===== src/rtl/resource_arbiter_4_if.sv =====
// Request/grant bundle between the requesting agents, the shared resource and resource_arbiter_4.
// The arbiter owns the slave side; agents and the resource drive the master side.
interface resource_arbiter_4_if;
  // req[i] is level-sensitive and stays high until requester i has been served.
  // gnt is one-hot and registered; the owner keeps the resource while its req stays high.
  // done is a single-cycle completion strobe and is only observed during a grant.
  logic [3:0] req;
  logic       done;
  logic [3:0] gnt;
  logic [1:0] gnt_id;
  logic       busy;
  logic       timeout;

  modport master (
    output req,
    output done,
    input  gnt,
    input  gnt_id,
    input  busy,
    input  timeout
  );

  modport slave (
    input  req,
    input  done,
    output gnt,
    output gnt_id,
    output busy,
    output timeout
  );
endinterface


===== src/rtl/resource_arbiter_4.sv =====
// Four-requester arbiter with grant hold, one-cycle release turnaround and hold timeout.
// Optional feature macro: ROUND_ROBIN_EN (rotating priority; otherwise fixed 3 > 2 > 1 > 0).
module resource_arbiter_4 #(
  parameter int MAX_HOLD = 16,
  parameter int CNT_W    = 8
) (
  input  logic                 clk,
  input  logic                 rst_n,
  resource_arbiter_4_if.slave  bus,
  output logic [1:0]           state_dbg
);

  typedef enum logic [1:0] {
    IDLE    = 2'd0,
    GRANT   = 2'd1,
    RELEASE = 2'd2
  } state_t;

  state_t           state_q, state_d;
  logic [3:0]       gnt_q, gnt_d;
  logic [1:0]       owner_q, owner_d;
  logic             busy_q, busy_d;
  logic             timeout_q, timeout_d;
  logic [CNT_W-1:0] cnt_q, cnt_d;

  logic       any_req;
  logic [1:0] winner;
  logic       owner_req;
  logic       hold_hit;

  assign any_req   = |bus.req;
  assign owner_req = bus.req[owner_q];
  // Compare against the value the counter is about to take, so the grant is
  // visible for MAX_HOLD-1 cycles before the limit revokes it.
  assign hold_hit  = (cnt_q == CNT_W'(MAX_HOLD - 2));

`ifdef ROUND_ROBIN_EN
  logic [1:0] last_q, last_d;
  logic [1:0] cand;
  logic       found;

  // Search last-1, last-2, last-3, then last itself: previous owner ranks lowest.
  always_comb begin
    winner = last_q;
    cand   = '0;
    found  = 1'b0;
    for (int i = 1; i <= 4; i++) begin
      cand = last_q - 2'(i);
      if (!found && bus.req[cand]) begin
        winner = cand;
        found  = 1'b1;
      end
    end
  end
`else
  always_comb begin
    winner = 2'd0;
    for (int i = 0; i < 4; i++) begin
      if (bus.req[i]) winner = 2'(i);
    end
  end
`endif

  always_comb begin
    state_d   = state_q;
    gnt_d     = gnt_q;
    owner_d   = owner_q;
    busy_d    = busy_q;
    timeout_d = 1'b0;
    cnt_d     = cnt_q;
`ifdef ROUND_ROBIN_EN
    last_d    = last_q;
`endif
    case (state_q)
      IDLE, RELEASE: begin
        if (any_req) begin
          state_d = GRANT;
          gnt_d   = 4'b0001 << winner;
          owner_d = winner;
          busy_d  = 1'b1;
          cnt_d   = '0;
`ifdef ROUND_ROBIN_EN
          last_d  = winner;
`endif
        end else begin
          state_d = IDLE;
          gnt_d   = 4'b0000;
          owner_d = 2'd0;
          busy_d  = 1'b0;
        end
      end
      GRANT: begin
        if (bus.done || !owner_req || hold_hit) begin
          state_d   = RELEASE;
          gnt_d     = 4'b0000;
          owner_d   = 2'd0;
          busy_d    = 1'b0;
          // done and withdrawal take precedence: flag only a limit-only revoke.
          timeout_d = hold_hit && !bus.done && owner_req;
        end else if (cnt_q != '1) begin
          cnt_d = cnt_q + 1'b1;
        end
      end
      default: begin
        state_d = IDLE;
        gnt_d   = 4'b0000;
        owner_d = 2'd0;
        busy_d  = 1'b0;
      end
    endcase
  end

  always_ff @(posedge clk or negedge rst_n) begin
    if (!rst_n) begin
      state_q   <= IDLE;
      gnt_q     <= 4'b0000;
      owner_q   <= 2'd0;
      busy_q    <= 1'b0;
      timeout_q <= 1'b0;
      cnt_q     <= '0;
    end else begin
      state_q   <= state_d;
      gnt_q     <= gnt_d;
      owner_q   <= owner_d;
      busy_q    <= busy_d;
      timeout_q <= timeout_d;
      cnt_q     <= cnt_d;
    end
  end

`ifdef ROUND_ROBIN_EN
  always_ff @(posedge clk or negedge rst_n) begin
    if (!rst_n) last_q <= 2'd0;
    else        last_q <= last_d;
  end
`endif

  assign bus.gnt     = gnt_q;
  assign bus.gnt_id  = owner_q;
  assign bus.busy    = busy_q;
  assign bus.timeout = timeout_q;
  assign state_dbg   = state_q;

endmodule


===== src/flat_wrapper.sv =====
// flat-port wrapper written by rule: the top's interface ports become plain ports
module resource_arbiter_4_flat 
#(
  parameter int MAX_HOLD = 16,
  parameter int CNT_W    = 8
)
  (clk, rst_n, state_dbg, bus_req, bus_done, bus_gnt, bus_gnt_id, bus_busy, bus_timeout);
  resource_arbiter_4_if bus_i ();
  input  logic clk;
  input  logic rst_n;
  output logic [1:0] state_dbg;
  input wire logic [$bits(bus_i.req)-1:0] bus_req;
  input wire logic [$bits(bus_i.done)-1:0] bus_done;
  output wire logic [$bits(bus_i.gnt)-1:0] bus_gnt;
  output wire logic [$bits(bus_i.gnt_id)-1:0] bus_gnt_id;
  output wire logic [$bits(bus_i.busy)-1:0] bus_busy;
  output wire logic [$bits(bus_i.timeout)-1:0] bus_timeout;
  assign bus_i.req = bus_req;
  assign bus_i.done = bus_done;
  assign bus_gnt = bus_i.gnt;
  assign bus_gnt_id = bus_i.gnt_id;
  assign bus_busy = bus_i.busy;
  assign bus_timeout = bus_i.timeout;
  resource_arbiter_4 #(.MAX_HOLD(MAX_HOLD), .CNT_W(CNT_W)) u_core (.clk(clk), .rst_n(rst_n), .bus(bus_i), .state_dbg(state_dbg));
endmodule

===== config.mk =====
export PLATFORM = sky130hd
export DESIGN_NAME = resource_arbiter_4_flat
export DESIGN_NICKNAME = d
export VERILOG_FILES = /design/src/rtl/resource_arbiter_4_if.sv /design/src/rtl/resource_arbiter_4.sv /design/src/flat_wrapper.sv
export SDC_FILE = /design/constraint.sdc
export NUM_CORES = 1
export LEC_CHECK = 0
export ABC_AREA = 1
export CORE_UTILIZATION = 25
export CTS_BUF_LIST = sky130_fd_sc_hd__clkbuf_8 sky130_fd_sc_hd__clkbuf_16
export DETAILED_ROUTE_END_ITERATION = 10
export PLACE_DENSITY = 0.46
export SLEW_MARGIN = 10
export SYNTH_ARGS = -nofsm -noshare
export SYNTH_HDL_FRONTEND = slang
export SYNTH_SLANG_ARGS = --single-unit

===== constraint.sdc =====
create_clock -name clk -period 1.8 [get_ports clk]
set_clock_uncertainty 0.1 [all_clocks]
set_input_delay 0.36 -clock clk [delete_from_list [all_inputs] [get_ports clk]]
set_output_delay 0.36 -clock clk [all_outputs]
set_load 0.03 [all_outputs]

# After elaboration in Yosys (flattened, before gate mapping)
# Cells that the tools add are included.
# W data, S select, Z words.
# totals
regBits	18
in_bits	7
output_inout_bits	10
wordCells	51
# classes
addsub	1
n_lt_le_gt_ge	1
eq_ne	8
n_shift	1
n_mux	23
n_reduce_logical	11
# op_table
op	count
$mux W8	3
$pmux W8 S2	1
$mux W2	5
$add A8 B1 Y8 const B	1
$eq A8 B4 Y1 const B	1
$mux W4	2
$ne A8 B8 Y1 const B	1
$pmux W2 S2	2
$pmux W4 S2	1
$mux W1	7
$ne A2 B1 Y1 const B	3
$reduce_and A4 Y1	1
$reduce_or A4 Y1	1
$shl A1 B2 Y4 const A	1
$lt A2 B3 Y1 const B	1
$bmux W1 S2	1
$eq A2 B1 Y1 const B	1
$eq A2 B2 Y1 const B	1
$logic_and A1 B1 Y1	2
$logic_not A1 Y1	2
$logic_not A2 Y1	1
$logic_or A1 B1 Y1	2
$ne A2 B2 Y1 const B	1
$pmux W1 S2	1
2 further kinds	2

# Depth between registers and ports, before layout
# Gate-level depths: netlist of the first run.
# logic_depth
word_depth	7
mapped_depth	10
mapped_depth_nobuf	10

# Worst setup path before layout of the first run
# Ideal clock, no wire load.
# synth_path
kind	register to register
startpoint	register u_core.owner_q[0], in the netlist u_core.bus.gnt_id[0]
endpoint	register u_core.cnt_q[2]
setup_time_ns	0.117
t_arrival_ns	1.289
t_required_ns	1.583
setup_slack_ns	0.294
path_stages_with_launch	10
n_path_buf	0
period_less_slack_ns	1.506
path_cell_list	dfrtp_1 -> inv_1 -> nand2_1 -> nand3_1 -> nand2_1 -> nand3_2 -> nand2_2 -> nand2_4 -> nand2_1 -> nand2_1
# synth_via
elab_chain_len	7
# synth_lines
element	line	rtl
start, declared	resource_arbiter_4.sv:21	logic [1:0] owner_q, owner_d;
start signal, assigned	resource_arbiter_4.sv:124	owner_q <= owner_d;
$bmux W1 S2	resource_arbiter_4.sv:32	assign owner_req = bus.req[owner_q];
$mux W1 (not written as such)	resource_arbiter_4.sv:32	
$logic_not A1 Y1	resource_arbiter_4.sv:93	if (bus.done || !owner_req || hold_hit) begin
$logic_or A1 B1 Y1 (2 in series)	resource_arbiter_4.sv:93	
$ne A2 B2 Y1 (no line)	n/a	
$reduce_and A4 Y1 (no line)	n/a	
end signal, assigned	resource_arbiter_4.sv:127	cnt_q <= cnt_d;
end, declared	resource_arbiter_4.sv:24	logic [CNT_W-1:0] cnt_q, cnt_d;
# No other way between the ends. The select of a mux whose other input is x is not followed.
# A chain may end at the register's enable or synchronous reset.

# Final worst setup path of the first run
# layout_path
startpoint	register u_core.gnt_q[0], in the netlist u_core.bus.gnt[0]
endpoint	output port bus_gnt[0]
# layout_lines
element	line	rtl
start, declared	resource_arbiter_4.sv:20	logic [3:0] gnt_q, gnt_d;
start signal, assigned	resource_arbiter_4.sv:123	gnt_q <= gnt_d;
end, declared	flat_wrapper.sv:14	output wire logic [$bits(bus_i.gnt)-1:0] bus_gnt;
# No word-level cell between the ends.

==> results of run 1 <==
final timing paths:
check                             startpoint                 to  slack, ns  cells past startpoint
setup / recovery           u_core.bus.gnt[0]         bus_gnt[0]       0.07                      1
hold / removal                         rst_n    u_core.cnt_q[4]       0.33                      2
setup reg to reg             u_core.cnt_q[1]    u_core.cnt_q[5]       0.19                      9
hold reg to reg            u_core.bus.gnt[1]  u_core.bus.gnt[1]       0.37                      2
max in group asynchronous              rst_n    u_core.cnt_q[0]       1.06                      2
min in group clk           u_core.bus.gnt[1]  u_core.bus.gnt[1]       0.37                      2
stage by stage:
stage | instances | TNS [ns] | util, %
2_1_floorplan | 137 | 0 | -
3_3_place_gp | 207 | -0.0140 | 34.1
3_5_place_dp | 207 | -0.0620 | 34.1
4_1_cts | 211 | 0 | 35.3
5_1_grt | 211 | 0 | 35.4
6_report | 211 | 0 | 35.4
cell usage after synthesis (all sizes together):
library cell  count
nor2             16
inv              16
xor2              1
o22ai             1
nand2            54
clkinv            1
xnor2             1
nor3              1
buf               1
nand3            20
o21ai             5
dfrtp            17
ha                2
nand4             1
where the power goes:
| group | switching, uW | total [uW] | internal [uW] |
|---|---|---|---|
| registers | 86.5 | 549 | 463 |
| clock network | 139 | 293 | 154 |
| logic | 584 | 926 | 342 |
| total | 810 | 1770 | 958 |
logic make-up (layout without fill, tap and decap cells):
logic type / after synthesis / after routing
simple gates: 92 / 92
fa+ha+maj: 2 / 2
compound gates: 6 / 6
buf+inv: 18 / 44
xor+xnor: 2 / 2
flops: 17 / 17
state kept, by name, indices dropped and copies added (netlist names):
name and cells:
u_core.cnt_q 8, u_core.bus.gnt 4, u_core.bus.gnt_id 2, u_core.bus.busy 1, u_core.bus.timeout 1, u_core.state_dbg 1
per-layer routing:
layer / track usage (%) / vias to the layer above / share of wire, %
met4: 6.52 / 0 / 2.3
li1: - / 479 / -
met5: 0 / - / 0
met1: 15.7 / 426 / 51
met3: 0.521 / 5 / 1.7
met2: 17.0 / 16 / 45
layout make-up:
type / count / area, um^2
fillers: 403 / 2420
multi-input cells: 102 / 503
flip-flops and latches: 17 / 427
repair buffers: 23 / 226
inverters: 17 / 63.8
well taps: 48 / 60.1
clock buffers: 3 / 41.3
clock inverters: 1 / 5.00
==> out/metrics.yaml, run 1 <==
sta:
  worstMarginPinSlew_ns: 0.317
  max_freq_mhz: 577
  whs_ns: 0.333
  rsz0062_at_grt: "no"
  slew_headroom_pct: 78.8
  fin_crit_sh_pct: 96.2
  post-route-min-period_ns: 1.73
  final_max_slew_viol_count: 0
  setup_ws_ns: 0.0683
  finalHoldViolations: 0
  final-setup-viol-count: 0
clock_tree:
  cts_buffer_depth: 2
  cts-root-buf: "clkbuf_8"
  path_clk_slew_ns: 0.07
  cts_buffers: 3
  holdBufCountCts: 0
  clock_latency_ns: 0.25
  cts_tree: "yes"
  htree_levels: 1
  clkSinkCount: 17
  cts_setup_buffers: 0
  cts_resized: 3
synth:
  yosys.area.top_type: "dfrtp_1"
  synth_top_family_by_area: "simple AND/OR/NAND/NOR gates"
  yosysSeqAreaShare_pct: 42.6
  synthDominantCellAreaShare_pct: 42.6
  ys_top_cells_by_area: "dfrtp_1, nand2_1, nand3_1"
  synth_area_per_cell_um2: 7.30
  ys_warn_count: 0
  synthXorXnorAreaFrac_pct: 1.75
  synth_compound_area_share_pct: 3.13
  synthMuxAreaShare_pct: 0
  synthSimpleGateAreaFrac_pct: 42.9
  syn_nets: 146
  netlist_area_um2: 1000
  synthAdderAreaFrac_pct: 2.50
  netlist_instances: 137
  yosysUniqueCellTypes: 22
  synth_seq_cells: 17
finish:
  final_cell_mix: "nand2_1, nand3_1, dfrtp_1"
  final_common_cell: "nand2_1"
  nets: 173
  syn2layout_area_growth_pct: 32.7
  drive_gt1_share_pct: 16.6
  design_area_um2: 1330
  antennaDiodeCount: 0
floorplanning:
  die_x_um: 65.2
  initial_core_util_pct: 26.7
  die_h_um: 65.2
  dieArea_um2: 4260
  io-pin-count: 17
  core_um2: 3740
  num_rows: 22
route:
  dr.pass1.iters: 4
  drtIter0Drc: 21
  wl_per_cell_um: 10.6
  drc: 0
  drt_wl_total_um: 2230
  antenna_left: 0
  vias: 926
  viasPerCell: 4.39
hold_path:
  hold_class: "in -> async"
worst_setup_path:
  required_ns: 1.34
  critPathMaxFanout: 2
  path_class: "reg -> out"
  max_stage_delay_ns: 0.67
  path_cells: "clkdlybuf4s50_1"
  start_kind: "register"
  cp-end-kind: "primary output"
  crit_buf_inv: 1
  crit_slowest_cell: "clkdlybuf4s50_1"
  cpLargestDelayFamily: "buffers and inverters"
  arrival_ns: 1.27
place:
  dpl_cell_area_um2: 1280
  place_ws_ns: -0.0108
  post-dp-hpwl_um: 1690
  port_buffers: 16
  place.gp.congestion: 0.795
pwr:
  power.total_uw: 1770
  cellLeakagePower_uw: 0.000664
  cellPowerDensity_nw_per_um2: 1330
  vdd_drop_max_uv: 404
global_route:
  first_global_vias: 801
  grt-ovfl-total: 0
  antenna_found_initial: 0
  grt_pass1_wl_um: 3640
  grt_usage_pct: 11.2
  grt_max_degree: 18
job:
  cap_violations: 0
outcome:
  outcome: "finished, final reports clean"
No activity file was read; power rests on OpenSTA's default activity.
==> run 2, diff against run 1 <==
--- a/config.mk
+++ b/config.mk
@@ -14,3 +14,4 @@
 export SYNTH_ARGS = -nofsm -noshare
 export SYNTH_HDL_FRONTEND = slang
 export SYNTH_SLANG_ARGS = --single-unit
+export TNS_END_PERCENT = 20
==> constraint.sdc (replaced) <==
create_clock -name clk -period 1.8 [get_ports clk]
set_clock_uncertainty 0.1 [all_clocks]
set_input_delay 0.27 -clock clk [delete_from_list [all_inputs] [get_ports clk]]
set_output_delay 0.27 -clock clk [all_outputs]
set_load 0.03 [all_outputs]
==> out/metrics.yaml, run 2 (synthesis results as in run 1) <==
global_route:
  grt-ovfl-total: 0  # unchanged
  grt_usage_pct: 12.2  # was 11.2%
  antenna_found_initial: 0  # unchanged
  first_global_vias: 881  # was 801
  grt_pass1_wl_um: 3900  # was 3640 um
  grt_max_degree: 18  # unchanged
clock_tree:
  cts-root-buf: "clkbuf_8"  # unchanged
  clkSinkCount: 17  # unchanged
  cts_buffers: 3  # unchanged
  cts_setup_buffers: 0  # unchanged
  htree_levels: 1  # unchanged
  cts_buffer_depth: 2  # unchanged
  cts_resized: 0  # was 3
  path_clk_slew_ns: 0.07  # about the same
  cts_tree: "yes"  # unchanged
  clock_latency_ns: 0.26  # was 0.25 ns
  holdBufCountCts: 0  # unchanged
route:
  wl_per_cell_um: 10.7  # was 10.6 um
  dr.pass1.iters: 4  # unchanged
  vias: 920  # was 926
  viasPerCell: 4.36  # was 4.39
  antenna_left: 0  # unchanged
  drtIter0Drc: 45  # was 21
  drc: 0  # unchanged
  drt_wl_total_um: 2260  # was 2230 um
worst_setup_path:
  reg2reg_depth: 10  # was 9
  max_stage_delay_ns: 0.71  # was 0.67 ns
  cp-end-kind: "primary output"  # unchanged
  required_ns: 1.43  # was 1.34 ns
  arrival_ns: 1.39  # was 1.27 ns
  cpLargestDelayFamily: "buffers and inverters"  # unchanged
  path_class: "reg -> out"  # unchanged
  regToRegStartpoint: "u_core.cnt_q[0]"  # was u_core.cnt_q[1]
  start_kind: "register"  # unchanged
  crit_path_start: "u_core.bus.busy"  # was u_core.bus.gnt[0]
  critPathMaxFanout: 5  # was 2
  path_cells: "clkdlybuf4s50_1"  # unchanged
  crit_buf_inv: 1  # unchanged
  cp.depth: 1  # unchanged
  crit_slowest_cell: "clkdlybuf4s50_1"  # unchanged
floorplanning:
  initial_core_util_pct: 26.7  # unchanged
  die_h_um: 65.2  # unchanged
  die_x_um: 65.2  # unchanged
  io-pin-count: 17  # unchanged
  dieArea_um2: 4260  # unchanged
  num_rows: 22  # unchanged
  core_um2: 3740  # unchanged
finish:
  multiInputGateArea_um2: 505  # was 503 um^2
  seq_area_um2: 427  # unchanged
  n_fill_cell: 402  # was 403
  final_common_cell: "nand2_1"  # unchanged
  design_area_um2: 1310  # was 1330 um^2
  syn2layout_area_growth_pct: 31.4  # was 32.7%
  postLayoutCoreUtil_pct: 35.1  # was 35.4%
  largest_register: "u_core.cnt_q"  # unchanged
  nets: 173  # unchanged
  final_cell_mix: "nand2_1, nand3_1, clkdlybuf4s50_1, dfrtp_1, nor2_1"  # was nand2_1, nand3_1, dfrtp_1
  largest_reg_flops: 8  # unchanged
  antennaDiodeCount: 0  # unchanged
  drive_gt1_share_pct: 16.6  # unchanged
pwr:
  vdd_drop_max_uv: 365  # was 404 uV
  cellPowerDensity_nw_per_um2: 1350  # was 1330 nW/um^2
  cellLeakagePower_uw: 0.000631  # was 0.000664 uW
place:
  port_buffers: 16  # unchanged
  place.gp.congestion: 0.804  # was 0.795
  post-dp-hpwl_um: 1710  # was 1690 um
  dpl_cell_area_um2: 1260  # was 1280 um^2
sta:
  finalHoldViolations: 0  # unchanged
  rsz0062_at_grt: "no"  # unchanged
  tns_ns: 0  # unchanged
  max_freq_mhz: 567  # was 577 MHz
  worstMarginPinSlew_ns: 0.312  # was 0.317 ns
  final-setup-viol-count: 0  # unchanged
  fin_crit_sh_pct: 98.0  # was 96.2%
  post-route-min-period_ns: 1.76  # was 1.73 ns
  slew_headroom_pct: 79.1  # was 78.8%
  final_max_slew_viol_count: 0  # unchanged
outcome:
  outcome: "finished, final reports clean"  # unchanged
hold_path:
  hold_class: "in -> async"  # unchanged
job:
  cap_violations: 0  # unchanged
## run 2: cell type report
| class | instances | area share, % |
|---|---|---|
| inverter | 17 | 4.86 |
| sequential | 17 | 32.5 |
| tap | 48 | 4.57 |
| timing repair buffer | 23 | 16.2 |
| clock inverter | 1 | 0.286 |
| clock buffer | 3 | 3.14 |
| multi-input combinational | 102 | 38.5 |
## run 2: path summary, 6_finish.rpt
kind / end / slack [ns]
setup reg to reg: u_core.cnt_q[0] / 0.14
max in group asynchronous: u_core.cnt_q[0] / 1.15
setup / recovery: bus_busy / 0.04
min in group clk: u_core.bus.gnt[1] / 0.38
hold reg to reg: u_core.bus.gnt[1] / 0.38
hold / removal: u_core.cnt_q[3] / 0.24
## run 2: power by group
part | internal, uW | leakage, uW | switching (uW)
registers | 463 | 0.000226 | 89.2
logic | 351 | 0.000378 | 587
clock network | 152 | 0.0000269 | 136
total | 966 | 0.000631 | 812
## run 2: per-layer routing
metal	vias up	wire length [um]	global-route usage (%)
met5	-	0	0
li1	481	-	-
met1	417	1100	15.4
met3	4	45	1.04
met4	0	64	8.15
met2	18	1050	19.7
## run 2: stage by stage
stage | hold slack (ns) | std cells | worst slack [ns] | power, uW
5_1_grt | 0.276 | 211 | 0.00128 | 1910
3_3_place_gp | 0.365 | 207 | 0.0525 | 1510
6_report | 0.241 | 211 | 0.0357 | 1780
2_1_floorplan | -0.126 | 137 | 0.294 | 1140
4_1_cts | 0.247 | 211 | 0.0349 | 1800
3_5_place_dp | 0.370 | 207 | 0.0473 | 1500
==> run 3, diff against run 2 <==
--- a/config.mk
+++ b/config.mk
@@ -9,7 +9,9 @@
 export CORE_UTILIZATION = 25
 export CTS_BUF_LIST = sky130_fd_sc_hd__clkbuf_8 sky130_fd_sc_hd__clkbuf_16
 export DETAILED_ROUTE_END_ITERATION = 10
+export GPL_TIMING_DRIVEN = 1
 export PLACE_DENSITY = 0.46
+export RECOVER_POWER = 100
 export SLEW_MARGIN = 10
 export SYNTH_ARGS = -nofsm -noshare
 export SYNTH_HDL_FRONTEND = slang
==> out/metrics.yaml, run 3 (synthesis results as in run 1) <==
worst_setup_path:
  crit_buf_inv: 1  # unchanged
  crit_slowest_cell: "clkdlybuf4s50_1"  # unchanged
  required_ns: 1.43  # about the same
  start_kind: "register"  # unchanged
  path_class: "reg -> out"  # unchanged
  cp-end-kind: "primary output"  # unchanged
  path_cells: "clkdlybuf4s50_1"  # unchanged
  max_stage_delay_ns: 0.71  # about the same
  arrival_ns: 1.39  # about the same
  cpLargestDelayFamily: "buffers and inverters"  # unchanged
  critPathMaxFanout: 5  # unchanged
global_route:
  grt_pass1_wl_um: 3900  # unchanged
  grt_max_degree: 18  # unchanged
  grt-ovfl-total: 0  # unchanged
  antenna_found_initial: 0  # unchanged
  grt_usage_pct: 12.2  # unchanged
  first_global_vias: 881  # unchanged
place:
  port_buffers: 16  # unchanged
  place_ws_ns: 0.0473  # unchanged
  post-dp-hpwl_um: 1710  # unchanged
  place_inst: 207  # unchanged
  place.gp.congestion: 0.804  # unchanged
sta:
  finalHoldViolations: 0  # unchanged
  tns_ns: 0  # unchanged
  setup_ws_ns: 0.0359  # was 0.0357 ns
  max_freq_mhz: 567  # about the same
  slew_headroom_pct: 33.7  # was 79.1%
  worstMarginPinSlew_ns: 0.995  # was 0.312 ns
  post-route-min-period_ns: 1.76  # about the same
  final-setup-viol-count: 0  # unchanged
  fin_crit_sh_pct: 98.0  # about the same
  rsz0062_at_grt: "no"  # unchanged
  final_max_slew_viol_count: 0  # unchanged
floorplanning:
  core_um2: 3740  # unchanged
  dieArea_um2: 4260  # unchanged
  io-pin-count: 17  # unchanged
  initial_core_util_pct: 26.7  # unchanged
  die_h_um: 65.2  # unchanged
  die_x_um: 65.2  # unchanged
  num_rows: 22  # unchanged
clock_tree:
  clkSinkCount: 17  # unchanged
  clock_latency_ns: 0.26  # about the same
  cts_buffer_depth: 2  # unchanged
  cts_buffers: 3  # unchanged
  holdBufCountCts: 0  # unchanged
  cts-root-buf: "clkbuf_8"  # unchanged
  cts_tree: "yes"  # unchanged
  path_clk_slew_ns: 0.06  # was 0.07 ns
  htree_levels: 1  # unchanged
route:
  antenna_left: 0  # unchanged
  wl_per_cell_um: 10.8  # was 10.7 um
  drt_wl_total_um: 2280  # was 2260 um
  viasPerCell: 4.35  # was 4.36
  vias: 917  # was 920
  dr.pass1.iters: 4  # unchanged
  drtIter0Drc: 44  # was 45
  drc: 0  # unchanged
finish:
  postLayoutCoreUtil_pct: 34.9  # was 35.1%
  syn2layout_area_growth_pct: 30.5  # was 31.4%
  final_cell_mix: "nand2_1, nand3_1, dfrtp_1"  # was nand2_1, nand3_1, clkdlybuf4s50_1, dfrtp_1, nor2_1
  n_fill_cell: 402  # unchanged
  nets: 173  # unchanged
  largest_reg_flops: 8  # unchanged
  multiInputGateArea_um2: 503  # was 505 um^2
  drive_gt1_share_pct: 15.3  # was 16.6%
  final_common_cell: "nand2_1"  # unchanged
  seq_area_um2: 427  # unchanged
  largest_register: "u_core.cnt_q"  # unchanged
  antennaDiodeCount: 0  # unchanged
  final_cells: 211  # unchanged
pwr:
  vdd_drop_max_uv: 365  # about the same
  cellPowerDensity_nw_per_um2: 1350  # about the same
  power.total_uw: 1760  # was 1780 uW
  cellLeakagePower_uw: 0.000638  # was 0.000631 uW
hold_path:
  hold_class: "reg -> reg"  # was in -> async
job:
  cap_violations: 0  # unchanged
outcome:
  outcome: "finished, final reports clean"  # unchanged
run 3: worst paths after layout:
path	to	start	slack [ns]	cells past startpoint
worst min register to register	u_core.bus.gnt[1]	u_core.bus.gnt[1]	0.37	2
max in group asynchronous	u_core.cnt_q[0]	rst_n	0.34	2
worst max-delay path	bus_busy	u_core.bus.busy	0.04	1
min in group asynchronous	u_core.cnt_q[3]	rst_n	0.60	2
worst min-delay path	u_core.bus.gnt[1]	u_core.bus.gnt[1]	0.37	2
worst max register to register	u_core.cnt_q[0]	u_core.cnt_q[0]	0.15	10
run 3: layout make-up:
type | instances | area share [%]
clock buffers | 3 | 3.16
clock inverters | 1 | 0.288
inverters | 17 | 4.89
multi-input cells | 102 | 38.5
flip-flops and latches | 17 | 32.7
well taps | 48 | 4.60
repair buffers | 23 | 15.8
run 3: routing by layer:
layer,wire length (um),GRT usage [%],part of all wire [%],up-vias
met1,1130,15.4,49,414
met2,1040,19.7,46,18
met5,0,0,0,-
li1,-,-,-,481
met4,64,8.15,2.8,0
met3,45,1.04,2.0,4
run 3: report_power, final:
| part | total, uW | internal (uW) | switching [uW] |
|---|---|---|---|
| clock | 288 | 152 | 136 |
| sequential | 552 | 463 | 88.8 |
| combinational | 918 | 335 | 583 |
| total | 1760 | 950 | 808 |
run 3: per-stage QoR:
stage	hold slack, ns	instance area [um^2]
floorplan	-0.126	1000
global placement	0.365	1260
detailed placement	0.370	1260
CTS	0.247	1310
global route	0.409	1310
finish	0.371	1310
run 3: timing repair:
item | in CTS | in global routing
resized for setup | 0 | 2
setup buffers | 0 | 0
endpoints found under the setup margin | 0 | 9
